`src/rtl/dbg_run_ctrl_pkg.sv`:
```
`default_nettype none
// ====================================================================
// dbg_pkg: shared types for the debug run/halt/step controller
// Rev 1.0
// ====================================================================
package dbg_pkg;

  localparam int CNT_W_DEF = 32;
  localparam int NBKPT_DEF = 2;

  typedef enum logic [1:0] {
    OP_RUN    = 2'd0,
    OP_HALT   = 2'd1,
    OP_STEP   = 2'd2,
    OP_CLRCNT = 2'd3
  } cmd_op_e;

  typedef enum logic [2:0] {
    CAUSE_RESET   = 3'd0,
    CAUSE_HOST    = 3'd1,
    CAUSE_STEP    = 3'd2,
    CAUSE_EBREAK  = 3'd3,
    CAUSE_INVALID = 3'd4,
    CAUSE_BKPT    = 3'd5
  } halt_cause_e;

  typedef enum logic [1:0] {
    ST_HALTED   = 2'd0,
    ST_RUNNING  = 2'd1,
    ST_STEPPING = 2'd2
  } state_e;

  // A single breakpoint slot still needs a one-bit index port.
  function automatic int idx_w(input int n);
    return (n > 1) ? $clog2(n) : 1;
  endfunction

endpackage
`default_nettype wire

```
`src/rtl/dbg_run_ctrl_if.sv`:
```
`default_nettype none
// ====================================================================
// dbg_run_ctrl_if: host command, breakpoint, commit and status bundle
// Rev 1.0
// ====================================================================
interface dbg_run_ctrl_if import dbg_pkg::*; #(
  parameter int NBKPT = NBKPT_DEF,
  parameter int CNT_W = CNT_W_DEF
);

  localparam int IDX_W = idx_w(NBKPT);

  logic             cmd_valid;
  logic [1:0]       cmd_op;
  logic [31:0]      cmd_arg;
  logic             bkpt_wen;
  logic [IDX_W-1:0] bkpt_idx;
  logic [31:0]      bkpt_addr;
  logic             bkpt_en;
  logic             commit_valid;
  logic [31:0]      commit_pc;
  logic             brk;
  logic             ivd;
  logic             core_stall;
  logic             halted;
  logic [2:0]       halt_cause;
  logic [CNT_W-1:0] inst_count;
  logic             done;
  logic [31:0]      retire_pc;

  modport master (
    output cmd_valid, cmd_op, cmd_arg,
    output bkpt_wen, bkpt_idx, bkpt_addr, bkpt_en,
    output commit_valid, commit_pc, brk, ivd,
    input  core_stall, halted, halt_cause, inst_count, done, retire_pc
  );

  modport slave (
    input  cmd_valid, cmd_op, cmd_arg,
    input  bkpt_wen, bkpt_idx, bkpt_addr, bkpt_en,
    input  commit_valid, commit_pc, brk, ivd,
    output core_stall, halted, halt_cause, inst_count, done, retire_pc
  );

endinterface
`default_nettype wire

```
`src/rtl/dbg_run_ctrl_bkpt_match.sv`:
```
`default_nettype none
// ====================================================================
// dbg_bkpt_match: hardware PC breakpoint slots and parallel comparator
// Rev 1.0
// ====================================================================
module dbg_bkpt_match import dbg_pkg::*; #(
  parameter int NBKPT = NBKPT_DEF
) (
  input  logic                      clk,
  input  logic                      reset_n,
  input  logic                      wen,
  input  logic [idx_w(NBKPT)-1:0]   idx,
  input  logic [31:0]               addr,
  input  logic                      en,
  input  logic [31:0]               pc,
  output logic                      match
);

  localparam int IDX_W = idx_w(NBKPT);

  logic [NBKPT-1:0] w_hit;

  generate
    for (genvar g = 0; g < NBKPT; g++) begin : g_slot
      logic [31:0] r_addr;
      logic        r_en;

      always_ff @(posedge clk or negedge reset_n) begin
        if (!reset_n) begin
          r_addr <= '0;
          r_en   <= 1'b0;
        end else if (wen && (idx == IDX_W'(g))) begin
          r_addr <= addr;
          r_en   <= en;
        end
      end

      // Compare against the stored value so a same-cycle write is not seen.
      assign w_hit[g] = r_en && (r_addr == pc);
    end
  endgenerate

  assign match = |w_hit;

endmodule
`default_nettype wire

```
`src/rtl/dbg_run_ctrl.sv`:
```
`default_nettype none
// ====================================================================
// dbg_run_ctrl: run/halt/single-step controller on the core commit path
// Rev 1.0
// ====================================================================
module dbg_run_ctrl import dbg_pkg::*; #(
  parameter int NBKPT = NBKPT_DEF,
  parameter int CNT_W = CNT_W_DEF
) (
  input  logic          clk,
  input  logic          reset_n,
  dbg_run_ctrl_if.slave dbg
);

  state_e      r_state;
  logic [31:0] r_step_left;

  logic        w_bkpt_hit;
  logic        w_accept;
  logic        w_host_halt;
  logic        w_clr;
  logic        w_last_step;
  logic        w_commit_halt;
  halt_cause_e w_commit_cause;

  dbg_bkpt_match #(.NBKPT(NBKPT)) u_bkpt (
    .clk     (clk),
    .reset_n (reset_n),
    .wen     (dbg.bkpt_wen),
    .idx     (dbg.bkpt_idx),
    .addr    (dbg.bkpt_addr),
    .en      (dbg.bkpt_en),
    .pc      (dbg.commit_pc),
    .match   (w_bkpt_hit)
  );

  assign w_accept    = dbg.commit_valid && (r_state != ST_HALTED);
  assign w_host_halt = dbg.cmd_valid && (dbg.cmd_op == OP_HALT);
  assign w_clr       = dbg.cmd_valid && (dbg.cmd_op == OP_CLRCNT);
  assign w_last_step = (r_state == ST_STEPPING) && (r_step_left == 32'd1);

  always_comb begin
    w_commit_halt  = 1'b1;
    w_commit_cause = CAUSE_STEP;
    if (dbg.ivd) begin
      w_commit_cause = CAUSE_INVALID;
    end else if (dbg.brk) begin
      w_commit_cause = CAUSE_EBREAK;
    end else if (w_bkpt_hit) begin
      w_commit_cause = CAUSE_BKPT;
    end else if (w_last_step) begin
      w_commit_cause = CAUSE_STEP;
    end else begin
      w_commit_halt = 1'b0;
    end
  end

  always_ff @(posedge clk or negedge reset_n) begin
    if (!reset_n) begin
      r_state         <= ST_HALTED;
      r_step_left     <= '0;
      dbg.core_stall  <= 1'b1;
      dbg.halted      <= 1'b1;
      dbg.halt_cause  <= CAUSE_RESET;
      dbg.inst_count  <= '0;
      dbg.done        <= 1'b0;
      dbg.retire_pc   <= '0;
    end else begin
      dbg.done <= w_accept;

      if (w_accept) begin
        dbg.retire_pc <= dbg.commit_pc;
        if (r_state == ST_STEPPING) begin
          r_step_left <= r_step_left - 32'd1;
        end
      end

      // A clear issued alongside a commit leaves the counter at zero.
      if (w_clr) begin
        dbg.inst_count <= '0;
      end else if (w_accept) begin
        dbg.inst_count <= dbg.inst_count + CNT_W'(1);
      end

      case (r_state)
        ST_HALTED: begin
          if (dbg.cmd_valid && (dbg.cmd_op == OP_RUN)) begin
            r_state        <= ST_RUNNING;
            dbg.core_stall <= 1'b0;
            dbg.halted     <= 1'b0;
          end else if (dbg.cmd_valid && (dbg.cmd_op == OP_STEP)) begin
            r_state        <= ST_STEPPING;
            r_step_left    <= (dbg.cmd_arg == 32'd0) ? 32'd1 : dbg.cmd_arg;
            dbg.core_stall <= 1'b0;
            dbg.halted     <= 1'b0;
          end
        end
        ST_RUNNING, ST_STEPPING: begin
          if (w_accept && w_commit_halt) begin
            r_state        <= ST_HALTED;
            dbg.core_stall <= 1'b1;
            dbg.halted     <= 1'b1;
            dbg.halt_cause <= w_commit_cause;
          end else if (w_host_halt) begin
            r_state        <= ST_HALTED;
            dbg.core_stall <= 1'b1;
            dbg.halted     <= 1'b1;
            dbg.halt_cause <= CAUSE_HOST;
          end
        end
        default: begin
          r_state        <= ST_HALTED;
          dbg.core_stall <= 1'b1;
          dbg.halted     <= 1'b1;
        end
      endcase
    end
  end

endmodule
`default_nettype wire

```
`src/flat_wrapper.sv`:
```
// flat-port wrapper written by rule: the top's interface ports become plain ports
module dbg_run_ctrl_flat import dbg_pkg::*;
#(
  parameter int NBKPT = NBKPT_DEF,
  parameter int CNT_W = CNT_W_DEF
)
  (clk, reset_n, dbg_cmd_valid, dbg_cmd_op, dbg_cmd_arg, dbg_bkpt_wen, dbg_bkpt_idx, dbg_bkpt_addr, dbg_bkpt_en, dbg_commit_valid, dbg_commit_pc, dbg_brk, dbg_ivd, dbg_core_stall, dbg_halted, dbg_halt_cause, dbg_inst_count, dbg_done, dbg_retire_pc);
  dbg_run_ctrl_if #(.NBKPT(NBKPT), .CNT_W(CNT_W)) dbg_i ();
  input  logic clk;
  input  logic reset_n;
  input wire logic [$bits(dbg_i.cmd_valid)-1:0] dbg_cmd_valid;
  input wire logic [$bits(dbg_i.cmd_op)-1:0] dbg_cmd_op;
  input wire logic [$bits(dbg_i.cmd_arg)-1:0] dbg_cmd_arg;
  input wire logic [$bits(dbg_i.bkpt_wen)-1:0] dbg_bkpt_wen;
  input wire logic [$bits(dbg_i.bkpt_idx)-1:0] dbg_bkpt_idx;
  input wire logic [$bits(dbg_i.bkpt_addr)-1:0] dbg_bkpt_addr;
  input wire logic [$bits(dbg_i.bkpt_en)-1:0] dbg_bkpt_en;
  input wire logic [$bits(dbg_i.commit_valid)-1:0] dbg_commit_valid;
  input wire logic [$bits(dbg_i.commit_pc)-1:0] dbg_commit_pc;
  input wire logic [$bits(dbg_i.brk)-1:0] dbg_brk;
  input wire logic [$bits(dbg_i.ivd)-1:0] dbg_ivd;
  output wire logic [$bits(dbg_i.core_stall)-1:0] dbg_core_stall;
  output wire logic [$bits(dbg_i.halted)-1:0] dbg_halted;
  output wire logic [$bits(dbg_i.halt_cause)-1:0] dbg_halt_cause;
  output wire logic [$bits(dbg_i.inst_count)-1:0] dbg_inst_count;
  output wire logic [$bits(dbg_i.done)-1:0] dbg_done;
  output wire logic [$bits(dbg_i.retire_pc)-1:0] dbg_retire_pc;
  assign dbg_i.cmd_valid = dbg_cmd_valid;
  assign dbg_i.cmd_op = dbg_cmd_op;
  assign dbg_i.cmd_arg = dbg_cmd_arg;
  assign dbg_i.bkpt_wen = dbg_bkpt_wen;
  assign dbg_i.bkpt_idx = dbg_bkpt_idx;
  assign dbg_i.bkpt_addr = dbg_bkpt_addr;
  assign dbg_i.bkpt_en = dbg_bkpt_en;
  assign dbg_i.commit_valid = dbg_commit_valid;
  assign dbg_i.commit_pc = dbg_commit_pc;
  assign dbg_i.brk = dbg_brk;
  assign dbg_i.ivd = dbg_ivd;
  assign dbg_core_stall = dbg_i.core_stall;
  assign dbg_halted = dbg_i.halted;
  assign dbg_halt_cause = dbg_i.halt_cause;
  assign dbg_inst_count = dbg_i.inst_count;
  assign dbg_done = dbg_i.done;
  assign dbg_retire_pc = dbg_i.retire_pc;
  dbg_run_ctrl #(.NBKPT(NBKPT), .CNT_W(CNT_W)) u_core (.clk(clk), .reset_n(reset_n), .dbg(dbg_i));
endmodule
```
`config.mk`:
```
export PLATFORM = sky130hd
export DESIGN_NAME = dbg_run_ctrl_flat
export DESIGN_NICKNAME = d
export VERILOG_FILES = /design/src/rtl/dbg_run_ctrl_pkg.sv /design/src/rtl/dbg_run_ctrl_if.sv /design/src/rtl/dbg_run_ctrl_bkpt_match.sv /design/src/rtl/dbg_run_ctrl.sv /design/src/flat_wrapper.sv
export SDC_FILE = /design/constraint.sdc
export NUM_CORES = 1
export LEC_CHECK = 0
export CORE_AREA = 5 5 142 144
export DETAILED_ROUTE_END_ITERATION = 7
export DIE_AREA = 0 0 147 149
export PLACE_DENSITY = 0.79
export SLEW_MARGIN = 15
export SYNTH_ARGS = -nofsm -noshare
export SYNTH_HDL_FRONTEND = slang
export SYNTH_HIERARCHICAL = 1
export SYNTH_SLANG_ARGS = --single-unit
```
`constraint.sdc`:
```
create_clock -name clk -period 2.75 [get_ports clk]
set_input_delay 0.55 -clock clk [delete_from_list [all_inputs] [get_ports clk]]
set_output_delay 0.55 -clock clk [all_outputs]
set_load 0.005 [all_outputs]
```
======== Word-level counts from Yosys, hierarchy flattened ========
Cells that the tools add are included.
word-level totals
  logic and storage cells ................. 72
  memories ................................ 0
  output and inout port bits .............. 70
  bits in registers ....................... 169
  bits in latches ......................... 0
  memory bits (read-only) ................. 0
  memory bits (writable) .................. 0
  input port bits ......................... 107
cells by class
  multiplexer cells ....................... 27
  divide/modulo/power cells ............... 0
  shift operators ......................... 0
  $lt $le $gt $ge ......................... 0
  eq/ne operators ......................... 10
  multiply operators ...................... 0
  add/sub/neg operators ................... 2
  reductions and logical operators ........ 21
  bitwise operators ....................... 1
operators with widths
  cell                                                                     number
  32-bit 2-to-1 mux                                                        8
  32-bit equality test                                                     2
  32-bit by 1-bit adder with 32-bit output (second input constant)         1
  32-bit by 1-bit equality test with 1-bit output (second input constant)  1
  32-bit logical NOT                                                       1
  32-bit by 1-bit subtractor with 32-bit output (second input constant)    1
  3-bit 2-to-1 mux                                                         5
  1-bit logical AND                                                        11
  1-bit 2-to-1 mux                                                         8
  2-bit 2-to-1 mux                                                         4
  2-bit equality test (second input constant)                              3
  3-bit by 1-bit != test with 1-bit output (second input constant)         2
  2-bit nonzero test                                                       3
  2-bit by 1-bit equality test with 1-bit output (second input constant)   2
  2-bit logical NOT                                                        2
  2-bit one-hot mux with 2 select lines                                    1
  2-bit AND reduction                                                      2
  2-bit OR reduction                                                       2
  1-bit one-hot mux with 2 select lines                                    1
  1-bit inverter                                                           1

======== Longest topological paths before layout ========
Gate-level depths: netlist of the first run.
  depth in word-level cells ............... 9
  gate-level depth with buffers ........... 10
  depth with buffers taken out ............ 10

======== Cells and area by module ========
Netlist of the first run, hierarchy kept.
by module, submodules not included
  module          area each (um^2)  cells each  times used  sequential area each (um^2)
  dbg_run_ctrl    5129.9            563         1           2578.7
  dbg_bkpt_match  3144.3            228         1           1651.6

======== Worst setup path before layout of the first run ========
Ideal clock, no wire load.
  path type ............................... input to register
  from .................................... input port dbg_commit_pc[27]
  to ...................................... register u_core.r_state[0]
  cell stages on the path ................. 10
  path slack .............................. 0.160 ns
  setup time .............................. 0.119 ns
  data required time ...................... 2.631 ns
  buffers on the path ..................... 0
  data arrival time ....................... 2.471 ns
  path through ............................ xnor2_1 -> nand4_1 -> nor4_1 -> nand4_1 -> o22ai_1 -> or3_1 -> or3b_2 -> o21ai_0 -> o41ai_1 -> a21bo_2
between the ends
  longest elaborated chain between the ends .. 9
  elaborated cells between the ends (all ways) .. 13
  classes of those cells .................. eq/ne (3); mux (5); reduce/logical (5)
ends and longest elaborated chain
  element                                                                              line                           RTL
  start: declaration                                                                   flat_wrapper.sv:19             input wire logic [$bits(dbg_i.commit_pc)-1:0] dbg_commit_pc;
  32-bit equality test                                                                 dbg_run_ctrl_bkpt_match.sv:39  assign w_hit[g] = r_en && (r_addr == pc);
  1-bit logical AND                                                                    dbg_run_ctrl_bkpt_match.sv:39
  2-bit OR reduction *                                                                 dbg_run_ctrl_bkpt_match.sv:43  assign match = |w_hit;
  named net u_core.w_bkpt_hit                                                          dbg_run_ctrl.sv:18             logic w_bkpt_hit;
  1-bit 2-to-1 mux *                                                                   dbg_run_ctrl.sv:49             end else if (w_bkpt_hit) begin
  1-bit 2-to-1 mux *                                                                   dbg_run_ctrl.sv:47             end else if (dbg.brk) begin
  1-bit 2-to-1 mux *                                                                   dbg_run_ctrl.sv:45             if (dbg.ivd) begin
  1-bit logical AND *                                                                  dbg_run_ctrl.sv:99             if (w_accept && w_commit_halt) begin
  2-bit 2-to-1 mux / 3-bit by 1-bit != test with 1-bit output (equally long branches)  n/a
  2-bit one-hot mux with 2 select lines / 2-bit AND reduction (equally long branches)  n/a
  end signal: assignment                                                               dbg_run_ctrl.sv:88             r_state <= ST_RUNNING;
  end signal: assignment                                                               dbg_run_ctrl.sv:100            r_state <= ST_HALTED;
  end signal: assignment                                                               dbg_run_ctrl.sv:105            r_state <= ST_HALTED;
  end: declaration                                                                     dbg_run_ctrl.sv:15             state_e r_state;
Mark *: on every way through the listed nets, which the timed path passes. The rest lies on a longest branch.
A chain may end at the register's enable or synchronous reset.

======== Worst setup path after layout of the first run ========
  from .................................... input port dbg_commit_pc[5]
  to ...................................... register u_core.r_state[0]
Same word-level chain as after synthesis.

==> metrics.txt, run 1 <==
# TYPE chip_impl_metric gauge
chip_impl_metric{name="largest_net_degree_at_the_start_of_global_routing",unit=""} 73
chip_impl_info{name="outcome",value="completed"} 1
chip_impl_metric{name="cts_hold_buf",unit=""} 0
chip_impl_metric{name="fp-row-count",unit=""} 50
chip_impl_metric{name="synth_warnings",unit=""} 6
chip_impl_metric{name="area_used_by_multi_input_combinational_logic",unit="mm2"} 0.00391
chip_impl_metric{name="holdWs",unit="ps"} 125
chip_impl_metric{name="cell_area_after_synthesis",unit="mm2"} 0.00827
chip_impl_metric{name="place.port_buffers",unit=""} 176
chip_impl_metric{name="total_power",unit="W"} 0.00839
chip_impl_metric{name="total_of_flip_flops_plus_latches_after_synthesis",unit=""} 169
chip_impl_metric{name="fin_nets",unit=""} 1098
chip_impl_info{name="hold_path.class",value="in -> async"} 1
chip_impl_metric{name="clock_slew_at_the_register_clock_pins_of_the_worst_setup_and_hold_paths",unit="ps"} 60
chip_impl_metric{name="power_per_cell_area",unit="mW/mm2"} 750
chip_impl_metric{name="globalplace.congestion",unit=""} 0.836
chip_impl_metric{name="grt.total_usage",unit=""} 0.203
chip_impl_metric{name="final_antenna_net_count",unit=""} 0
chip_impl_info{name="crit_path_start_kind",value="input pin"} 1
chip_impl_metric{name="finalCritPeriodShare",unit=""} 0.975
chip_impl_metric{name="worst-slew-pin-transition",unit="ps"} 971
chip_impl_metric{name="vdd_ir_drop_max",unit="mV"} 0.453
chip_impl_metric{name="gr-total-overflow",unit=""} 0
chip_impl_metric{name="sequential_cell_area",unit="mm2"} 0.00423
chip_impl_metric{name="crit_fanout",unit=""} 5
chip_impl_metric{name="maxCapViolCount",unit=""} 0
chip_impl_metric{name="preCtsSetupSlack",unit="ps"} -551
chip_impl_info{name="cts-root-buf",value="sky130_fd_sc_hd__clkbuf_16"} 1
chip_impl_metric{name="post-cts-setup-buffer-count",unit=""} 0
chip_impl_metric{name="initial_antenna_violation_count",unit=""} 4
chip_impl_metric{name="post_synth.cell_area_avg",unit="um2"} 10.5
chip_impl_metric{name="n_fill_cell",unit=""} 1553
chip_impl_metric{name="path_buf_inv",unit=""} 2
chip_impl_metric{name="max_clk_rate",unit="MHz"} 373
chip_impl_metric{name="finalNonFillerCells",unit=""} 1235
chip_impl_metric{name="tritoncts_num_sinks",unit=""} 169
chip_impl_metric{name="number_of_synthesized_flops_with_an_enable_pin",unit=""} 0
chip_impl_metric{name="grt_pass1_vias",unit=""} 6784
chip_impl_metric{name="synth_fp_nets",unit=""} 903
chip_impl_metric{name="yosysTopAreaCellShare",unit=""} 0.508
chip_impl_metric{name="crit_required",unit="ps"} 3060
chip_impl_metric{name="period_needed",unit="ps"} 2680
chip_impl_metric{name="drt_first_pass_iters",unit=""} 5
chip_impl_metric{name="vias",unit=""} 6606
chip_impl_info{name="post-synth-top-area-cell",value="sky130_fd_sc_hd__dfrtp_1"} 1
chip_impl_metric{name="grt_pass1_wl",unit="um"} 35600
chip_impl_metric{name="dp_cells",unit=""} 1201
chip_impl_metric{name="netlist-cell-type-count",unit=""} 51
chip_impl_metric{name="area_growth",unit="%"} 35.2
chip_impl_metric{name="synthArstFlopShare",unit=""} 1.00
chip_impl_info{name="critical_path.cell_chain",value="clkdlybuf4s50_1 -> xor2_1 -> nor4_1 -> nand3_1 -> o22ai_2 -> or3_4 -> or3b_2 -> a21oi_1 -> buf_4 -> o41ai_2 -> a21bo_2"} 1
chip_impl_info{name="crit_path_end_kind",value="flop"} 1
chip_impl_info{name="cts_tree",value="done"} 1
chip_impl_metric{name="clock_path_buffers",unit=""} 2
chip_impl_metric{name="fp.dieW",unit="um"} 147
chip_impl_metric{name="worstPathArrival",unit="ps"} 2990
chip_impl_metric{name="power_leakage",unit="nW"} 4.82
chip_impl_info{name="setup.worst_path.class",value="in -> reg"} 1
chip_impl_metric{name="slew_hr",unit=""} 0.350
chip_impl_metric{name="floorplan.die.height",unit="um"} 149
chip_impl_metric{name="ctsHtreeMaxLevel",unit=""} 4
chip_impl_metric{name="synth.yosys.seq_area_share",unit=""} 0.511
chip_impl_metric{name="final_hold_viol_count",unit=""} 0
chip_impl_metric{name="final.setup_skew",unit="ps"} 10.6
chip_impl_metric{name="fp.dieArea",unit="mm2"} 0.0219
chip_impl_metric{name="report.final.setup_viol",unit=""} 0
chip_impl_metric{name="wl",unit="um"} 22100
chip_impl_metric{name="clk_latency",unit="ps"} 420
chip_impl_metric{name="detail_route.iter0.violations",unit=""} 381
chip_impl_metric{name="drt-wirelength-per-cell",unit="um"} 17.9
chip_impl_metric{name="cpPeakStageDelay",unit="ps"} 550
chip_impl_info{name="synth_top_flop_cell",value="sky130_fd_sc_hd__dfrtp_1"} 1
chip_impl_metric{name="top_level_ports",unit=""} 177
chip_impl_metric{name="dp_hpwl",unit="um"} 15900
chip_impl_info{name="yosys.cell_count.top_type",value="sky130_fd_sc_hd__dfrtp_1"} 1
chip_impl_metric{name="drc_errors",unit=""} 0
chip_impl_info{name="cp_top_family",value="simple AND/OR/NAND/NOR gates"} 1
chip_impl_metric{name="cts_made_buffers",unit=""} 17
chip_impl_info{name="cpMaxStageDelayCell",value="sky130_fd_sc_hd__clkdlybuf4s50_1"} 1
chip_impl_metric{name="post_synth_inst_count",unit=""} 791
chip_impl_info{name="synthTopCellsByArea",value="sky130_fd_sc_hd__dfrtp_1 (51%), sky130_fd_sc_hd__mux2_2 (9.0%), sky130_fd_sc_hd__xnor2_1 (6.2%)"} 1
chip_impl_metric{name="final_max_slew_viol_count",unit=""} 0
chip_impl_info{name="ys_top_cells_by_count",value="sky130_fd_sc_hd__dfrtp_1 (168), sky130_fd_sc_hd__nand2_1 (136), sky130_fd_sc_hd__mux2_2 (66)"} 1
chip_impl_metric{name="via_per_inst",unit=""} 5.35
chip_impl_metric{name="initial_cell_density_of_the_core",unit=""} 0.445
chip_impl_metric{name="final_critical_path_setup_slack",unit="ps"} 67.9
chip_impl_metric{name="drive_above_1_share",unit=""} 0.159
chip_impl_metric{name="core_area",unit="mm2"} 0.0186
## worst reg2reg max path, stage by stage (launching register included)
cell,delay [ps]
sky130_fd_sc_hd__dfrtp_1,390
sky130_fd_sc_hd__xor2_1,170
sky130_fd_sc_hd__nor4_1,560
sky130_fd_sc_hd__nand4_1,210
sky130_fd_sc_hd__o22ai_2,290
sky130_fd_sc_hd__or3_4,190
sky130_fd_sc_hd__or3b_2,120
sky130_fd_sc_hd__a21oi_1,40
sky130_fd_sc_hd__buf_4,160
sky130_fd_sc_hd__buf_4,130
sky130_fd_sc_hd__o31ai_1,210
sky130_fd_sc_hd__o31ai_1,110
## power breakdown
| part | internal [W] | switching (W) |
|---|---|---|
| registers | 0.00314 | 0.000502 |
| clock network | 0.00129 | 0.000976 |
| logic | 0.00139 | 0.00110 |
## cells by family after synthesis
logic type | count (synthesis) | share of synthesized area
flops | 169 | 0.511
buf+inv | 55 | 0.0283
mux | 66 | 0.0898
simple gates | 308 | 0.185
compound gates | 75 | 0.0588
fa+ha+maj | 5 | 0.00756
xor+xnor | 113 | 0.120
## final timing paths
check	from	slack, ps	to	cells after the start
setup / recovery	dbg_commit_pc[5]	70	u_core/r_state[0]	11
hold / removal	reset_n	130	u_core/dbg.retire_pc[30]	1
setup reg to reg	u_core/u_bkpt/g_slot[0].r_addr[16]	90	u_core/dbg.halted	11
hold reg to reg	u_core/dbg.retire_pc[7]	470	u_core/dbg.retire_pc[7]	2
max in group asynchronous	reset_n	1810	u_core/r_step_left[10]	2
min in group clk	dbg_commit_pc[9]	440	u_core/dbg.retire_pc[9]	3
## state kept, by name, summed over array words and instances (netlist names)
register / cells
u_core/u_bkpt/g_slot.r_addr: 64
u_core/u_bkpt/g_slot.r_en: 2
u_core/r_step_left: 32
u_core/dbg.done: 1
u_core/dbg.halted: 1
u_core/dbg.halt_cause: 3
u_core/dbg.inst_count: 32
u_core/r_state: 2
u_core/dbg.retire_pc: 32
## timing repair
item / CTS / global route
setup endpoints to repair: 3 / 3
resized for setup: 15 / 30
pin swaps: 2 / 3
## cell usage in the layout (no fill, tap or decap), drive strengths merged, types with 17 or more instances in the layout
cell	netlist	routed
dlymetal6s2s	0	20
nor2	40	40
clkdlybuf4s50	0	144
clkbuf	26	21
nand3	17	17
dfrtp	168	168
xnor2	59	59
buf	12	39
nand4	27	27
nor4	30	30
mux2	66	66
nand2	136	136
inv	17	19
xor2	54	54
o21ai	23	23
## per-stage QoR
step	area [um2]	utilization	setup TNS, ps
finish	11200	0.602	0
global route	11200	0.602	-16.2
CTS	11100	0.595	0
detailed placement	10500	0.565	-2450
global placement	10500	0.565	-2120
floorplan	8270	-	0
## layout make-up
cell class,count,share of cell area
multi-input cells,567,0.350
clock inverters,10,0.00850
diodes,3,0.000671
well taps,234,0.0262
inverters,17,0.00571
clock buffers,21,0.0412
repair buffers,214,0.190
flip-flops and latches,169,0.378
## per-layer routing
layer / track usage / share of wire
met5: 0 / 0.0011
met4: 0.0582 / 0.014
met3: 0.0690 / 0.075
met1: 0.260 / 0.43
met2: 0.330 / 0.48
(Power assumes the default switching activity.)
==> inputs of run 2 (changes only) <==
--- a/config.mk
+++ b/config.mk
@@ -8,6 +8,7 @@
 export CORE_AREA = 5 5 142 144
 export DETAILED_ROUTE_END_ITERATION = 7
 export DIE_AREA = 0 0 147 149
+export GPL_TIMING_DRIVEN = 0
 export PLACE_DENSITY = 0.79
 export SLEW_MARGIN = 15
 export SYNTH_ARGS = -nofsm -noshare
==> run 2 against run 1 <==
Compared with the run above: critical endpoint is now u_core/r_state[1]; power up 1.3%; register-to-register slack gained 50 ps; largest cell class unchanged; via count increased by 0.88%; hold slack got worse by 67 ps; fmax fell by 2.2%; clock-buffer cell count fell by 3; sequential power is essentially flat; final cell count rose by 0.40%; utilization up 0.094 points.
==> metrics.txt, run 2 (synthesized netlist as in run 1, its figures left out) <==
# TYPE chip_impl_metric gauge
chip_impl_metric{name="dp_cells",unit=""} 1202
chip_impl_metric{name="drc_errors",unit=""} 0
chip_impl_metric{name="fp.dieArea",unit="mm2"} 0.0219
chip_impl_metric{name="cts_hold_buf",unit=""} 0
chip_impl_info{name="setup.worst_path.class",value="in -> reg"} 1
chip_impl_metric{name="dp_hpwl",unit="um"} 16500
chip_impl_metric{name="clock_slew_at_the_register_clock_pins_of_the_worst_setup_and_hold_paths",unit="ps"} 70
chip_impl_metric{name="final_antenna_net_count",unit=""} 0
chip_impl_info{name="crit_path_start_kind",value="input pin"} 1
chip_impl_info{name="cts_tree",value="done"} 1
chip_impl_metric{name="maxCapViolCount",unit=""} 0
chip_impl_metric{name="crit_fanout",unit=""} 6
chip_impl_metric{name="grt_pass1_wl",unit="um"} 35600
chip_impl_info{name="hold_path.class",value="in -> async"} 1
chip_impl_metric{name="grt_pass1_vias",unit=""} 6744
chip_impl_metric{name="cts_made_buffers",unit=""} 17
chip_impl_metric{name="fin_setup_tns",unit="ps"} 0
chip_impl_metric{name="final_hold_viol_count",unit=""} 0
chip_impl_metric{name="report.final.setup_viol",unit=""} 0
chip_impl_metric{name="vias",unit=""} 6664
chip_impl_info{name="layout.cells.most_common",value="sky130_fd_sc_hd__dfrtp_1"} 1
chip_impl_metric{name="fin_nets",unit=""} 1103
chip_impl_info{name="critical_path.cell_chain",value="clkdlybuf4s50_1 -> xor2_1 -> nor4_1 -> nand3_1 -> o22ai_4 -> or3_4 -> or3b_4 -> o21ai_4 -> buf_4 -> o32ai_1"} 1
chip_impl_info{name="mostFrequentLayoutCells",value="sky130_fd_sc_hd__dfrtp_1 (168), sky130_fd_sc_hd__clkdlybuf4s50_1 (153), sky130_fd_sc_hd__nand2_1 (136), sky130_fd_sc_hd__mux2_2 (66), sky130_fd_sc_hd__xnor2_1 (54)"} 1
chip_impl_info{name="max_flop_register",value="u_core/u_bkpt/g_slot.r_addr"} 1
chip_impl_metric{name="slew_hr",unit=""} 0.305
chip_impl_metric{name="layout_cell_area_excl_fill",unit="mm2"} 0.0112
chip_impl_metric{name="drive_above_1_share",unit=""} 0.150
chip_impl_metric{name="cpPeakStageDelay",unit="ps"} 490
chip_impl_metric{name="wl",unit="um"} 22400
chip_impl_metric{name="via_per_inst",unit=""} 5.37
chip_impl_metric{name="clk_latency",unit="ps"} 420
chip_impl_metric{name="globalplace.congestion",unit=""} 0.863
chip_impl_metric{name="worstPathArrival",unit="ps"} 3050
chip_impl_metric{name="finalCritPeriodShare",unit=""} 0.997
chip_impl_metric{name="floorplan.die.height",unit="um"} 149
chip_impl_metric{name="top_level_ports",unit=""} 177
chip_impl_metric{name="finalNonFillerCells",unit=""} 1240
chip_impl_metric{name="max_ffs_per_register",unit=""} 64
chip_impl_metric{name="clock_path_buffers",unit=""} 2
chip_impl_info{name="cts-root-buf",value="sky130_fd_sc_hd__clkbuf_16"} 1
chip_impl_metric{name="max_clk_rate",unit="MHz"} 365
chip_impl_metric{name="period_needed",unit="ps"} 2740
chip_impl_metric{name="tritoncts_num_sinks",unit=""} 169
chip_impl_metric{name="place_area",unit="mm2"} 0.0104
chip_impl_info{name="reg2reg_from",value="u_core/r_state[0]"} 1
chip_impl_metric{name="final.setup_skew",unit="ps"} 16.1
chip_impl_metric{name="power_per_cell_area",unit="mW/mm2"} 759
chip_impl_metric{name="drt-wirelength-per-cell",unit="um"} 18.1
chip_impl_metric{name="drt_first_pass_iters",unit=""} 5
chip_impl_metric{name="power_leakage",unit="nW"} 4.74
chip_impl_metric{name="detail_route.iter0.violations",unit=""} 313
chip_impl_info{name="timing.critical_path.from",value="dbg_commit_pc[20]"} 1
chip_impl_metric{name="crit_required",unit="ps"} 3060
chip_impl_metric{name="fp-row-count",unit=""} 50
chip_impl_metric{name="fp.dieW",unit="um"} 147
chip_impl_info{name="outcome",value="completed"} 1
chip_impl_metric{name="core_area",unit="mm2"} 0.0186
chip_impl_metric{name="grt.total_usage",unit=""} 0.204
chip_impl_metric{name="initial_cell_density_of_the_core",unit=""} 0.445
chip_impl_info{name="crit_path_end_kind",value="flop"} 1
chip_impl_metric{name="gr-total-overflow",unit=""} 0
chip_impl_metric{name="place.port_buffers",unit=""} 176
chip_impl_metric{name="initial_antenna_violation_count",unit=""} 2
chip_impl_metric{name="largest_net_degree_at_the_start_of_global_routing",unit=""} 103
chip_impl_metric{name="worst-slew-pin-transition",unit="ps"} 1030
chip_impl_metric{name="final_max_slew_viol_count",unit=""} 0
chip_impl_metric{name="area_growth",unit="%"} 35.4
chip_impl_info{name="cpMaxStageDelayCell",value="sky130_fd_sc_hd__clkdlybuf4s50_1"} 1
chip_impl_metric{name="ctsHtreeMaxLevel",unit=""} 4
chip_impl_metric{name="vdd_ir_drop_max",unit="mV"} 0.545
## run 2: cell types whose count changed in the layout (fill, tap and decap cells not counted), sizes merged, moves of 3 or more
cell / previous run / this run
clkbuf: 21 / 44
dlymetal6s2s: 20 / 17
inv: 19 / 24
clkdlybuf4s50: 144 / 153
buf: 39 / 18
dlygate4sd2: 11 / 5
## run 2: final cells by class
type                       instances  area, um2
antenna                            2       5.00
buffer                            38        176
clock buffer                      18        439
clock inverter                    14        153
fill                            1537       7380
inverter                          17       63.8
multi-input combinational        567       3980
sequential                       169       4230
tap                              234        293
timing repair buffer             181       1860
## run 2: path summary, 6_finish.rpt
path | endpoint | depth (start not counted) | slack, ps
worst max-delay path | u_core/r_state[1] | 10 | 8
worst min-delay path | u_core/dbg.retire_pc[2] | 1 | 60
worst max register to register | u_core/r_step_left[30] | 8 | 140
worst min register to register | u_core/dbg.retire_pc[4] | 2 | 480
max in group asynchronous | u_core/r_step_left[31] | 2 | 1790
min in group clk | u_core/dbg.retire_pc[15] | 3 | 440
## run 2: report_power, final
part / switching, W / total, W / internal [W]
Combinational: 0.00113 / 0.00250 / 0.00138
Clock: 0.00112 / 0.00236 / 0.00124
Sequential: 0.000505 / 0.00364 / 0.00314
Total: 0.00275 / 0.00850 / 0.00575
## run 2: stage by stage
stage / worst slack, ps / utilization / hold WS, ps / power (W)
3_5_place_dp: -926 / 0.558 / 462 / 0.00608
5_1_grt: -27.3 / 0.603 / 88.8 / 0.00901
2_1_floorplan: 160 / - / 254 / 0.00484
3_3_place_gp: -6010 / 0.556 / 458 / 0.00601
4_1_cts: -57.6 / 0.594 / 75.5 / 0.00851
6_report: 7.83 / 0.603 / 58.2 / 0.00850
## run 2: what timing repair did
item | 4_1_cts | 5_1_grt
pin swaps | 0 | 17
endpoints found under the setup margin | 12 | 43
buffers inserted | 1 | 3
endpoints found under the hold margin | 0 | 0
resized for setup | 17 | 42
## run 2: per-layer routing
layer  global-route usage  vias to the layer above  share of wire
li1                     -                     3152              -
met1                0.260                     3265           0.42
met2                0.338                      221           0.49
met3               0.0538                       24          0.067
met4               0.0680                        2          0.018
met5                    0                        -        0.00058
## run 2: worst max-delay path: cells and delay by family
kind | cells | cell delay [ps]
AO/OA/AOI/OAI | 3 | 610
buffers and inverters | 2 | 670
XOR/XNOR | 1 | 180
AND/OR/NAND/NOR | 4 | 1030
